<file path="src/rtl/mem_io_bridge_pkg.sv">
// mem_io_bridge shared definitions: FSM states, access sizes, IO slots,
// and the byte-lane helpers used for stores and load extension.
package mem_io_bridge_pkg;

    typedef enum logic [1:0] {
        S_IDLE,
        S_MEM_WAIT,
        S_RESP
    } state_t;

    localparam logic [1:0] SZ_BYTE = 2'b00;
    localparam logic [1:0] SZ_HALF = 2'b01;
    localparam logic [1:0] SZ_WORD = 2'b10;
    localparam logic [1:0] SZ_ILL  = 2'b11;

    // IO map: N_OUT output slots, then switch slot, then status slot
    localparam int unsigned IO_STRIDE  = 4;
    localparam int unsigned IO_SW_SLOT = 0;
    localparam int unsigned IO_ST_SLOT = 1;

    function automatic logic [3:0] lane_be(
        input logic [1:0] size,
        input logic [1:0] off
    );
        logic [3:0] be;
        unique case (size)
            SZ_BYTE: be = 4'b0001 << off;
            SZ_HALF: be = 4'b0011 << off;
            default: be = 4'b1111;
        endcase
        return be;
    endfunction

    function automatic logic [31:0] load_ext(
        input logic [31:0] word,
        input logic [2:0]  f3,
        input logic [1:0]  off
    );
        logic [31:0] sh;
        logic [31:0] r;
        sh = word >> {off, 3'b000};
        unique case (f3[1:0])
            SZ_BYTE: r = f3[2] ? {24'b0, sh[7:0]}
                               : {{24{sh[7]}}, sh[7:0]};
            SZ_HALF: r = f3[2] ? {16'b0, sh[15:0]}
                               : {{16{sh[15]}}, sh[15:0]};
            default: r = sh;
        endcase
        return r;
    endfunction

endpackage

</file>
<file path="src/rtl/mem_io_bridge_io_sync.sv">
// io_sync: STAGES-deep flop chain bringing asynchronous inputs into clk_i.
// Ports: clk_i, rst_n_i (async low), d_i (async in), q_o (synced out).
module io_sync
    import mem_io_bridge_pkg::*;
#(
    parameter int WIDTH  = 1,
    parameter int STAGES = 2
) (
    input  logic             clk_i,
    input  logic             rst_n_i,
    input  logic [WIDTH-1:0] d_i,
    output logic [WIDTH-1:0] q_o
);

    logic [WIDTH-1:0] chain_q [STAGES];

    always_ff @(posedge clk_i or negedge rst_n_i) begin
        if (!rst_n_i) begin
            for (int i = 0; i < STAGES; i++) chain_q[i] <= '0;
        end else begin
            chain_q[0] <= d_i;
            for (int i = 1; i < STAGES; i++) chain_q[i] <= chain_q[i-1];
        end
    end

    assign q_o = chain_q[STAGES-1];

endmodule

</file>
<file path="src/rtl/mem_io_bridge.sv">
// mem_io_bridge: datapath load/store port split into a memory bus and a
// small IO window (output regs, synced switches, optional IRQ status).
// Ports: clk_i/rst_n_i; req_i/we_i/funct3_i/addr_i/wdata_i from datapath;
// rdata_o/done_o/err_o/stall_o back; mem_* bus; sw_i in; out_o, irq_o out.
// Build option: define IO_IRQ_EN for the switch-rise interrupt status reg.
module mem_io_bridge
    import mem_io_bridge_pkg::*;
#(
    parameter logic [31:0] IO_BASE     = 32'h100,
    parameter int          N_OUT       = 2,
    parameter int          OUT_W       = 4,
    parameter int          IN_W        = 4,
    parameter int          SYNC_STAGES = 2
) (
    input  logic                   clk_i,
    input  logic                   rst_n_i,
    input  logic                   req_i,
    input  logic                   we_i,
    input  logic [2:0]             funct3_i,
    input  logic [31:0]            addr_i,
    input  logic [31:0]            wdata_i,
    output logic [31:0]            rdata_o,
    output logic                   done_o,
    output logic                   err_o,
    output logic                   stall_o,
    output logic                   mem_req_o,
    output logic [3:0]             mem_be_o,
    output logic [31:0]            mem_addr_o,
    output logic [31:0]            mem_wdata_o,
    input  logic [31:0]            mem_rdata_i,
    input  logic                   mem_ack_i,
    input  logic [IN_W-1:0]        sw_i,
    output logic [N_OUT*OUT_W-1:0] out_o,
    output logic                   irq_o
);

    localparam logic [31:0] SW_ADDR =
        IO_BASE + 32'(IO_STRIDE * (N_OUT + IO_SW_SLOT));
    localparam logic [31:0] ST_ADDR =
        IO_BASE + 32'(IO_STRIDE * (N_OUT + IO_ST_SLOT));

    state_t           state_q, state_d;
    logic [IN_W-1:0]  sw_sync;
    logic [IN_W-1:0]  irq_stat;
    logic [OUT_W-1:0] out_q [N_OUT];
    logic [31:0]      waddr, lane_wd, io_rword;
    logic [29:0]      woff;
    logic [31:0]      rdata_q, mem_addr_q, mem_wdata_q;
    logic [3:0]       be_q;
    logic             err_q, we_q;
    logic [2:0]       f3_q;
    logic [1:0]       boff_q;
    logic             accept, bad;
    logic             is_out, is_sw, is_st, is_io;

    io_sync #(
        .WIDTH (IN_W),
        .STAGES(SYNC_STAGES)
    ) u_sync (
        .clk_i  (clk_i),
        .rst_n_i(rst_n_i),
        .d_i    (sw_i),
        .q_o    (sw_sync)
    );

    assign waddr   = {addr_i[31:2], 2'b00};
    assign woff    = addr_i[31:2] - IO_BASE[31:2];
    assign lane_wd = wdata_i << {addr_i[1:0], 3'b000};
    assign accept  = (state_q == S_IDLE) && req_i;

    assign bad = (funct3_i[1:0] == SZ_ILL)
               | ((funct3_i[1:0] == SZ_HALF) & addr_i[0])
               | ((funct3_i[1:0] == SZ_WORD) & (|addr_i[1:0]));

    assign is_out = (addr_i[31:2] >= IO_BASE[31:2])
                  && (woff < 30'(N_OUT));
    assign is_sw  = (waddr == SW_ADDR);
`ifdef IO_IRQ_EN
    assign is_st  = (waddr == ST_ADDR);
`else
    assign is_st  = 1'b0;
`endif
    assign is_io  = is_out | is_sw | is_st;

    always_comb begin
        io_rword = '0;
        if (is_sw) io_rword = 32'(sw_sync);
        if (is_st) io_rword = 32'(irq_stat);
        for (int k = 0; k < N_OUT; k++) begin
            if (is_out && woff == 30'(k)) io_rword = 32'(out_q[k]);
        end
    end

    always_ff @(posedge clk_i or negedge rst_n_i) begin
        if (!rst_n_i) state_q <= S_IDLE;
        else          state_q <= state_d;
    end

    always_comb begin
        state_d = state_q;
        unique case (state_q)
            S_IDLE: begin
                if (req_i) begin
                    state_d = (bad || is_io) ? S_RESP : S_MEM_WAIT;
                end
            end
            S_MEM_WAIT: if (mem_ack_i) state_d = S_RESP;
            S_RESP:     state_d = S_IDLE;
            default:    state_d = S_IDLE;
        endcase
    end

    // Request is latched on IDLE exit; IO reads sample on that same edge
    always_ff @(posedge clk_i or negedge rst_n_i) begin
        if (!rst_n_i) begin
            we_q        <= 1'b0;
            f3_q        <= '0;
            boff_q      <= '0;
            err_q       <= 1'b0;
            rdata_q     <= '0;
            be_q        <= '0;
            mem_addr_q  <= '0;
            mem_wdata_q <= '0;
        end else begin
            if (accept) begin
                we_q   <= we_i;
                f3_q   <= funct3_i;
                boff_q <= addr_i[1:0];
                err_q  <= bad;
                if (bad) begin
                    rdata_q <= '0;
                end else if (is_io) begin
                    rdata_q <= we_i ? '0
                             : load_ext(io_rword, funct3_i, addr_i[1:0]);
                end else begin
                    mem_addr_q  <= waddr;
                    mem_wdata_q <= lane_wd;
                    be_q        <= we_i ? lane_be(funct3_i[1:0], addr_i[1:0])
                                        : 4'b0000;
                end
            end
            if (state_q == S_MEM_WAIT && mem_ack_i) begin
                rdata_q <= we_q ? '0 : load_ext(mem_rdata_i, f3_q, boff_q);
            end
        end
    end

    always_ff @(posedge clk_i or negedge rst_n_i) begin
        if (!rst_n_i) begin
            for (int k = 0; k < N_OUT; k++) out_q[k] <= '0;
        end else if (accept && !bad && we_i && is_out) begin
            for (int k = 0; k < N_OUT; k++) begin
                if (woff == 30'(k)) out_q[k] <= lane_wd[OUT_W-1:0];
            end
        end
    end

`ifdef IO_IRQ_EN
    logic [IN_W-1:0] sw_prev, st_clr;

    assign st_clr = (accept && !bad && we_i && is_st)
                  ? lane_wd[IN_W-1:0] : '0;

    // A rise in the same cycle as a clear keeps the bit set
    always_ff @(posedge clk_i or negedge rst_n_i) begin
        if (!rst_n_i) begin
            sw_prev  <= '0;
            irq_stat <= '0;
        end else begin
            sw_prev  <= sw_sync;
            irq_stat <= (irq_stat & ~st_clr) | (sw_sync & ~sw_prev);
        end
    end

    assign irq_o = |irq_stat;
`else
    assign irq_stat = '0;
    assign irq_o    = 1'b0;
`endif

    for (genvar k = 0; k < N_OUT; k++) begin : g_out
        assign out_o[k*OUT_W +: OUT_W] = out_q[k];
    end

    assign done_o      = (state_q == S_RESP);
    assign err_o       = done_o & err_q;
    assign rdata_o     = rdata_q;
    assign stall_o     = req_i & ~done_o;
    assign mem_req_o   = (state_q == S_MEM_WAIT);
    assign mem_be_o    = mem_req_o ? be_q : 4'b0000;
    assign mem_addr_o  = mem_addr_q;
    assign mem_wdata_o = mem_wdata_q;

endmodule

</file>
<file path="config.mk">
export PLATFORM = sky130hd
export DESIGN_NAME = mem_io_bridge
export DESIGN_NICKNAME = d
export VERILOG_FILES = /design/src/rtl/mem_io_bridge_pkg.sv /design/src/rtl/mem_io_bridge_io_sync.sv /design/src/rtl/mem_io_bridge.sv
export SDC_FILE = /design/constraint.sdc
export NUM_CORES = 1
export LEC_CHECK = 0
export CAP_MARGIN = 20
export CORE_UTILIZATION = 48
export DETAILED_ROUTE_END_ITERATION = 10
export PLACE_DENSITY = 0.88
export SYNTH_ARGS = -nofsm -noshare
export SYNTH_HDL_FRONTEND = slang
export SYNTH_SLANG_ARGS = --single-unit
</file>
<file path="constraint.sdc">
create_clock -name clk_i -period 2.8 [get_ports clk_i]
set_input_delay 0.42 -clock clk_i [delete_from_list [all_inputs] [get_ports clk_i]]
set_output_delay 0.42 -clock clk_i [all_outputs]
set_load 0.03 [all_outputs]
</file>
Yosys cells after proc, flatten, opt, wreduce, memory -nomap -nowiden

Index checks and enable logic that the tools add are counted.

Output and inout port bits: 113
Input port bits: 108
Logic and storage cells: 85
Register bits: 123

Multiplexer cells: 22
Shift operators: 5
Bitwise gates (word level): 10
Order comparisons: 2
Reduce and logical (&&, ||, !) cells: 22
Equality and inequality tests: 10
$add $sub $neg: 1

Operator list:

| operator                                                                      | number |
|---|---|
| 32-bit two-way mux                                                            | 11 |
| 32-bit one-hot mux with 2 select lines                                        | 2 |
| 32-bit by 5-bit >> shifter with 32-bit output                                 | 2 |
| 32-bit by 5-bit left shift with 32-bit output                                 | 1 |
| 30-bit by 1-bit == test with 1-bit output, second input constant              | 1 |
| 30-bit by 7-bit == test with 1-bit output, second input constant              | 1 |
| 30-bit by 7-bit >= comparator with 1-bit output, second input constant        | 1 |
| 30-bit logical NOT                                                            | 1 |
| 30-bit by 2-bit less-than comparator with 1-bit output, second input constant | 1 |
| 30-bit by 7-bit subtractor with 30-bit output, second input constant          | 1 |
| 4-bit two-way mux                                                             | 4 |
| 1-bit logical AND                                                             | 8 |
| 4-bit one-hot mux with 2 select lines                                         | 1 |
| 2-bit AND reduction                                                           | 4 |
| 2-bit by 1-bit == test with 1-bit output, second input constant               | 3 |
| 2-bit == test, second input constant                                          | 3 |
| 2-bit logical NOT                                                             | 3 |
| 2-bit two-way mux                                                             | 3 |
| 1-bit bitwise AND                                                             | 4 |
| 2-bit one-hot mux with 2 select lines                                         | 1 |
| 1-bit by 2-bit left shift with 4-bit output, first input constant             | 1 |
| 2-bit by 2-bit left shift with 4-bit output, first input constant             | 1 |
| 1-bit NOT                                                                     | 3 |
| 1-bit OR                                                                      | 3 |
| 8 further kinds                                                               | 8 |

Depth between registers and ports, before layout

Gate-level depths: netlist of the first run.

Depth after elaboration: 14
Mapped depth: 9

Modules after synthesis

Synthesis of the first run repeated with hierarchy kept, for this count alone.

Cells, all modules: 550
Area total of the unflattened synthesis: 6024.5 µm²

Modules (own cells, without submodules):

| module        | times used | cells each | area each (µm²) | seq. area each (µm²) |
|---|---|---|---|---|
| mem_io_bridge | 1          | 538        | 5794.3          | 2877.8 |
| io_sync       | 1          | 12         | 230.2           | 200.2 |

Least setup slack after synthesis of the first run

Ideal clock, no wire load.

Kind: input -> register
Start point: input addr_i[21]
End point: register rdata_q[3], in the netlist rdata_o[3]
Arrival: 2086 ps
Stages on the path: 6
Setup slack: 590 ps
Path buffers: 1
Path through: or4_1 > o41a_1 > nand2_1 > a21boi_1 > buf_2 > a211o_1

Longest elaborated chain between the ends: 14
Elaborated cells on any way between the ends: 24
Classes of those cells: 1 x add/sub; 2 x order compare; 2 x eq/ne; 1 x shift; 11 x mux; 1 x bitwise; 6 x reduce/logical

Ends and longest elaborated chain:

| element                                                | line                                             | source |
|---|---|---|
| start, declared                                        | mem_io_bridge.sv:20                              | `input logic [31:0] addr_i,` |
| 30-bit by 7-bit subtractor with 30-bit output          | mem_io_bridge.sv:67                              | `assign woff = addr_i[31:2] - IO_BASE[31:2];` |
| 30-bit by 2-bit less-than comparator with 1-bit output | mem_io_bridge.sv:76                              | `&& (woff < 30'(N_OUT));` |
| 1-bit logical AND                                      | mem_io_bridge.sv:76                              |  |
| 1-bit logical AND                                      | mem_io_bridge.sv:90                              | `if (is_out && woff == 30'(k)) io_rword = 32'(out_q[k]);` |
| 4-bit two-way mux                                      | mem_io_bridge.sv:90                              |  |
| 32-bit two-way mux                                     | mem_io_bridge.sv:90                              |  |
| 32-bit by 5-bit >> shifter with 32-bit output          | mem_io_bridge_pkg.sv:41                          | `sh = word >> {off, 3'b000};` |
| 32-bit two-way mux (on tied branches)                  | mem_io_bridge_pkg.sv:45, mem_io_bridge_pkg.sv:43 |  |
| 32-bit one-hot mux with 2 select lines                 | mem_io_bridge_pkg.sv:42                          | `unique case (f3[1:0])` |
| 32-bit two-way mux                                     | mem_io_bridge.sv:133                             | `rdata_q <= we_i ? '0` |
| 32-bit two-way mux                                     | mem_io_bridge.sv:132                             | `end else if (is_io) begin` |
| 32-bit two-way mux                                     | mem_io_bridge.sv:130                             | `if (bad) begin` |
| 32-bit two-way mux                                     | mem_io_bridge.sv:125                             | `if (accept) begin` |
| 32-bit two-way mux                                     | mem_io_bridge.sv:142                             | `if (state_q == S_MEM_WAIT && mem_ack_i) begin` |
| end signal, assigned                                   | mem_io_bridge.sv:133                             |  |
| end signal, assigned                                   | mem_io_bridge.sv:143                             | `rdata_q <= we_q ? '0 : load_ext(mem_rdata_i, f3_q, boff_q);` |
| end, declared                                          | mem_io_bridge.sv:48                              | `logic [31:0] rdata_q, mem_addr_q, mem_wdata_q;` |

Parallel ways exist; a longest one is shown, timed or not. The select of a mux whose other input is x is not followed.
A chain may end at the register's enable or synchronous reset.

Worst setup path in the final report of the first run

Start point: register state_q[1]
End point: output mem_be_o[0]

Longest elaborated chain between the ends: 2

Ends and longest elaborated chain:

| element                                  | line                 | source |
|---|---|---|
| start, declared                          | mem_io_bridge.sv:42  | `state_t state_q, state_d;` |
| start signal, assigned                   | mem_io_bridge.sv:96  | `else state_q <= state_d;` |
| 2-bit by 1-bit == test with 1-bit output | mem_io_bridge.sv:189 | `assign mem_req_o = (state_q == S_MEM_WAIT);` |
| 4-bit two-way mux                        | mem_io_bridge.sv:190 | `assign mem_be_o = mem_req_o ? be_q : 4'b0000;` |
| end, declared                            | mem_io_bridge.sv:27  | `output logic [3:0] mem_be_o,` |

No other way between the ends.

==> summary.md, run 1 <==
| Metric | Value |
|---|---|
| Outcome | finished clean |
| I/O Pins | 221 |
| CP endpoint kind | output port |
| Crit Path Max Fanout | 8 |
| Max-Cap Viols | 0 |
| Routability congestion estimate | 0.931 |
| End of the worst register-to-register path | rdata_o[0] |
| Core area | 12100 µm² |
| Post-Syn Area | 5960 µm² |
| Fmax | 383 MHz |
| Slowest CP cell | clkdlybuf4s50_1 |
| Area of placed instances | 8440 µm² |
| Post-Route WL | 18600 µm |
| Met1 Use GR | 36.3% |
| First-pass GRT wire length | 30000 µm |
| Slew @ Worst Pin | 0.724 ns |
| Top delay family on crit path | buffers and inverters |
| Post-Route Setup TNS | 0 ns |
| Crit-path max cell delay | 0.71 ns |
| Critical Path AT | 2.19 ns |
| Clock Skew | 0.00815 ns |
| Peak supply drop | 0.425 mV |
| Post-DP HPWL | 13800 µm |
| Hold Path Depth | 0 |
| Top Usage Layer GRT | met2 |
| Seq/Total Area, Yosys | 51.6% |
| Fin area | 9050 µm² |
| Startpoint Class | register |
| Relative slew slack | 51.5% |
| Most common cell after layout, fill and taps aside | clkdlybuf4s50_1 |
| Largest net degree at the start of global routing | 53 |
| Placement Setup Slack | -0.0580 ns |
| Fin crit share | 93.3% |
| Critical path class | register to output port |
| DRT iter0 DRCs | 417 |
| Final net count | 954 |
| Share of cells above drive strength 1 | 11.1% |
| Number of buffers created by CTS | 17 |
| Post-Synthesis Cells | 620 |
| Die Y | 113 µm |
| Dominant synthesized flop cell | dfrtp_1 |
| CTS max path bufs | 2 |
| Hold WS | 0.348 ns |
| Final ANT Viol Nets | 0 |
| Initial Util | 49.4% |
| Warnings from Yosys | 0 |
| FF+latch count, synth | 123 |
| Met3 GRT Util | 6.96% |
| Critical path buffers and inverters | 1 |
| Full die area | 12900 µm² |
| FFs w/ async S/R, synth | 100% |
| RSZ-0062 raised after global routing | no |
| Reg2Reg Depth | 4 |
| Hold path start | u_sync.chain_q[7] |
| Final setup viols | 0 |
| Syn avg cell area | 9.61 µm² |
| Yosys cell types | 45 |
| Initial antenna violation count | 0 |
| Final Worst Setup Slack | 0.189 ns |
| R2R setup slack | 0.75 ns |
| Leakage power | 0.00408 µW |
| Die X | 113 µm |
| PD cells | 868 nW/µm² |
| Worst r2r src | state_q[1] |
| Worst Path Required | 2.38 ns |
| Clk_lat worst skew | 0.40 ns |
| Overflow after GRT | 0 |
| Total GRT Usage | 30.1% |
| Avg WL per Cell | 18.1 µm |
| Hold Fails Final Rpt | 0 |
| Met2 global-route usage | 53.0% |
| Hold Path End | u_sync.q_o[3] |
| Vias in the first global route | 5838 |
| Fill cells | 816 |
| Area grow syn2layout | 51.8% |
| Port bufs | 217 |
| Slew Limit Fails | 0 |
| CTS tree | done |
| Number of clock sinks | 123 |
| Row Count | 40 |
| Commonest non-fill, non-tap cells in the layout | clkdlybuf4s50_1, nand2_1, dfrtp_1 |
| CP startpoint | state_q[1] |
| # DRC | 0 |
| Crit path cell chain | nor2b_1 > and2_1 > clkdlybuf4s50_1 |
| H-tree levels | 4 |
| CP Depth | 3 |
| Antenna cells | 0 |
| Clk pin slew, worst setup/hold paths | 0.06 ns |
| Final min period | 2.61 ns |
| Vias per inst | 5.60 |
| Post-synth EDFFs | 0 |
| Via count | 5750 |
| HP Class | register to register |
| Drt first pass iters | 5 |
| Root Driver | clkbuf_16 |
-- cells in the mapped netlist (4+ instances only) --
cell	instances	area share, %
nand2_1	171	11
nor2_1	20	1.3
inv_1	6	0.38
o31ai_1	9	1.1
o2bb2ai_1	10	1.5
dfrtp_1	123	52
a21oi_1	29	2.4
and2_1	9	0.94
mux2i_1	34	5.7
nor2b_1	22	2.3
buf_2	11	0.92
nor3_1	4	0.34
a211o_1	7	1.0
buf_1	7	0.44
a211oi_1	16	2.0
nor4_1	4	0.42
buf_6	4	0.76
o21ai_0	33	2.8
clkbuf_1	20	1.3
a32oi_1	4	0.59
a22o_1	16	2.4
mux2_2	22	4.2
nand3_1	5	0.42
-- power breakdown --
part	total, µW	switching [µW]	internal [µW]
clock network	2210	804	1400
registers	2560	317	2240
logic	3090	1780	1310
-- registers in the layout (all words and copies together), names as in the netlist --
name	flops
mem_wdata_o	32
rdata_o	32
mem_addr_o	30
out_o	8
be_q	4
u_sync.chain_q	4
u_sync.q_o	4
f3_q	3
boff_q	2
state_q	2
err_q	1
we_q	1
-- area by class of cell --
type / instances / area [µm²] / share of cell area (%)
multi-input combinational: 447 / 2650 / 29.3
tap: 168 / 210 / 2.32
sequential: 123 / 3080 / 34.0
clock inverter: 14 / 171 / 1.89
clock buffer: 18 / 429 / 4.74
timing repair buffer: 250 / 2480 / 27.4
inverter: 7 / 26.3 / 0.290
-- logic make-up (layout without fill, tap and decap cells) --
logic type / after synthesis / after routing / synth area share, %
and+or+nand+nor: 250 / 250 / 18.4
DFF: 123 / 123 / 51.6
muxes: 56 / 56 / 9.87
buffers and inverters: 52 / 289 / 4.20
xor gates and xnor gates: 2 / 2 / 0.294
AOI/OAI and AO/OA: 136 / 136 / 15.6
other: 1 / 3 / 0.0629
-- metal layers --
layer / up-vias / routed length (µm) / share of wire [%]
met3: 48 / 1420 / 7.6
li1: 2605 / - / -
met2: 313 / 9350 / 50
met1: 2784 / 7350 / 40
met4: 0 / 477 / 2.6
met5: - / 0 / 0
-- how the worst max path moves through the flow --
stage | end | slack, ns
2_1_floorplan | rdata_o[3] | 0.59
3_3_place_gp | rdata_o[25] | -0.01
3_5_place_dp | mem_addr_o[20] | -0.06
4_1_cts | mem_be_o[2] | 0.20
5_1_grt | mem_be_o[0] | 0.14
6_report | mem_be_o[0] | 0.19
-- metrics by stage --
stage / utilization, % / instances / power (µW)
global placement: 70.0 / 994 / 5570
detailed placement: 70.0 / 994 / 5650
finish: 75.0 / 1027 / 7860
global route: 75.0 / 1027 / 8220
floorplan: - / 622 / 4250
CTS: 75.0 / 1027 / 7890
-- what timing repair did --
action,in CTS,in global routing
hold buffers,1,0
resized for setup,0,0
setup buffers,0,0
endpoints found under the hold margin,11,0
-- worst reg2reg max path, delay by kind of cell, from the launching register on --
family | cells | cell delay, ns
compound gates | 2 | 0.62
simple gates | 2 | 0.97
flops | 1 | 0.41
Power figures use the tool's default switching activity.
==> run 2: changes to the inputs <==
Settings changed: REMOVE_ABC_BUFFERS set to 1.
==> run 2 against run 1 <==
Power about the same. Worst hold slack got worse by 0.34 ns. Setup slack improved by 0.045 ns. Largest cell class unchanged.
==> summary.md, run 2 (synthesis results as in run 1) <==
| Metric | Value |
|---|---|
| Outcome | finished clean (unchanged) |
| Routability congestion estimate | 0.886 (was 0.931) |
| Drt first pass iters | 5 (unchanged) |
| Startpoint Class | register (unchanged) |
| Number of clock sinks | 123 (unchanged) |
| Core area | 12100 µm² (unchanged) |
| Final setup viols | 0 (unchanged) |
| Initial antenna violation count | 0 (unchanged) |
| Area of placed instances | 8380 µm² (was 8440 µm²) |
| Critical path class | register to output port (unchanged) |
| Met2 global-route usage | 50.4% (was 53.0%) |
| Clock Skew | 0.00682 ns (was 0.00815 ns) |
| Share of cells above drive strength 1 | 10.0% (was 11.1%) |
| PD cells | 876 nW/µm² (was 868 nW/µm²) |
| Final net count | 947 (was 954) |
| Post-Route Setup TNS | 0 ns (unchanged) |
| Clk_lat worst skew | 0.41 ns (was 0.40 ns) |
| Overflow after GRT | 0 (unchanged) |
| Clk pin slew, worst setup/hold paths | 0.05 ns (was 0.06 ns) |
| Switching pwr | 2850 µW (was 2900 µW) |
| Slew @ Worst Pin | 0.868 ns (was 0.724 ns) |
| Die X | 113 µm (unchanged) |
| CTS tree | done (unchanged) |
| Number of buffers created by CTS | 17 (unchanged) |
| P_int | 5010 µW (was 4960 µW) |
| Final ANT Viol Nets | 0 (unchanged) |
| Fmax | 390 MHz (was 383 MHz) |
| Die Y | 113 µm (unchanged) |
| Slew Limit Fails | 0 (unchanged) |
| Setup repair bufs after CTS | 0 (unchanged) |
| Max-Cap Viols | 0 (unchanged) |
| Met3 GRT Util | 7.17% (was 6.96%) |
| Relative slew slack | 41.9% (was 51.5%) |
| Crit Path Max Fanout | 8 (unchanged) |
| First-pass GRT wire length | 29000 µm (was 30000 µm) |
| Antenna cells | 0 (unchanged) |
| RSZ-0062 raised after global routing | no (unchanged) |
| H-tree levels | 4 (unchanged) |
| Final min period | 2.57 ns (was 2.61 ns) |
| Peak supply drop | 0.490 mV (was 0.425 mV) |
| Met1 Use GR | 34.7% (was 36.3%) |
| DRT iter0 DRCs | 414 (was 417) |
| Fin util | 74.4% (was 75.0%) |
| Avg WL per Cell | 18.0 µm (was 18.1 µm) |
| Initial Util | 49.4% (unchanged) |
| Placed insts | 988 (was 994) |
| Port bufs | 217 (unchanged) |
| HP Class | primary input to asynchronous set/reset pin (was register to register) |
| Post-Route WL | 18300 µm (was 18600 µm) |
| Total GRT Usage | 29.5% (was 30.1%) |
| Hold Fails Final Rpt | 0 (unchanged) |
| Power share of the clock group | 28.1% (about the same) |
| Comb power frac | 39.4% (about the same) |
| Most common cell after layout, fill and taps aside | clkdlybuf4s50_1 (unchanged) |
| Full die area | 12900 µm² (unchanged) |
| Vias in the first global route | 5762 (was 5838) |
| CTS resizes | 0 (unchanged) |
| Top Usage Layer GRT | met2 (unchanged) |
| Critical Path AT | 2.15 ns (was 2.19 ns) |
| Via count | 5623 (was 5750) |
| CTS max path bufs | 2 (unchanged) |
| CP endpoint kind | output port (unchanged) |
| Fin area | 8970 µm² (was 9050 µm²) |
| Commonest non-fill, non-tap cells in the layout | clkdlybuf4s50_1, nand2_1, dfrtp_1 (unchanged) |
| Worst Path Required | 2.38 ns (about the same) |
| Sw Share | 36.2% (was 36.9%) |
| Row Count | 40 (unchanged) |
| Post-DP HPWL | 13300 µm (was 13800 µm) |
| Hold-fix buffer count after cts | 0 (was 1) |
| Hold WS | 0.00283 ns (was 0.348 ns) |
| # DRC | 0 (unchanged) |
| Largest net degree at the start of global routing | 52 (was 53) |
| Post-Layout Cell Count | 1018 (was 1027) |
| I/O Pins | 221 (unchanged) |
| Vias per inst | 5.52 (was 5.60) |
| Root Driver | clkbuf_16 (unchanged) |
| Area grow syn2layout | 50.5% (was 51.8%) |
| Leakage power | 0.00405 µW (was 0.00408 µW) |
| Sequential Power Share | 32.4% (was 32.6%) |
| Fin crit share | 91.6% (was 93.3%) |
-- run 2: changes by cell type in the layout (fill, tap and decap cells not counted), moves of 2 or more --
cell,before,now
inv_6,2,0
clkbuf_1,1,3
clkinvlp_4,3,0
clkinv_4,3,0
buf_4,28,23
clkinv_2,3,6
-- run 2: metal layers --
layer | wire length, µm | vias up
li1 | - | 2592
met1 | 7180 | 2735
met2 | 9360 | 237
met3 | 1080 | 59
met4 | 727 | 0
met5 | 0 | -
-- run 2: layout make-up --
type / instances / area, µm²
clock inverter: 10 / 150
multi-input combinational: 447 / 2650
sequential: 123 / 3080
tap: 168 / 210
inverter: 7 / 26.3
clock buffer: 20 / 437
timing repair buffer: 243 / 2410
fill: 818 / 3090
-- run 2: worst paths after layout --
kind                                 end              start  slack (ns)  cells after the start
max                          mem_be_o[0]         state_q[1]        0.23                      3
min reg2reg                u_sync.q_o[3]  u_sync.chain_q[7]        0.35                      0
min                          rdata_o[30]            rst_n_i       0.003                      1
max in group asynchronous       out_o[7]            rst_n_i        1.96                      2
max reg2reg                   rdata_o[3]         state_q[1]        0.77                      4
min in group clk_i         u_sync.q_o[3]  u_sync.chain_q[7]        0.35                      0
-- run 2: metrics by stage --
| stage | setup WS (ns) | total power, µW |
|---|---|---|
| final | 0.234 | 7850 |
| after global routing | 0.160 | 8190 |
| after CTS | 0.221 | 7870 |
| after detailed placement | 0.0225 | 5630 |
| after global placement | 0.0816 | 5530 |
| after floorplan | -0.954 | 4180 |
-- run 2: critical path: stages, from the launching register on --
cell and delay [ns]:
dfrtp_1 0.40, nor2b_1 0.44, and2_1 0.22, clkdlybuf4s50_1 0.67
-- run 2: power by group through the flow --
| stage | clock (µW) | combinational [µW] | sequential [µW] |
|---|---|---|---|
| 3_5_place_dp | 0 | 3070 | 2560 |
| 4_1_cts | 2220 | 3100 | 2550 |
| 3_3_place_gp | 0 | 2990 | 2540 |
| 6_report | 2210 | 3100 | 2550 |
| 5_1_grt | 2300 | 3280 | 2610 |
| 2_1_floorplan | 0 | 796 | 3380 |
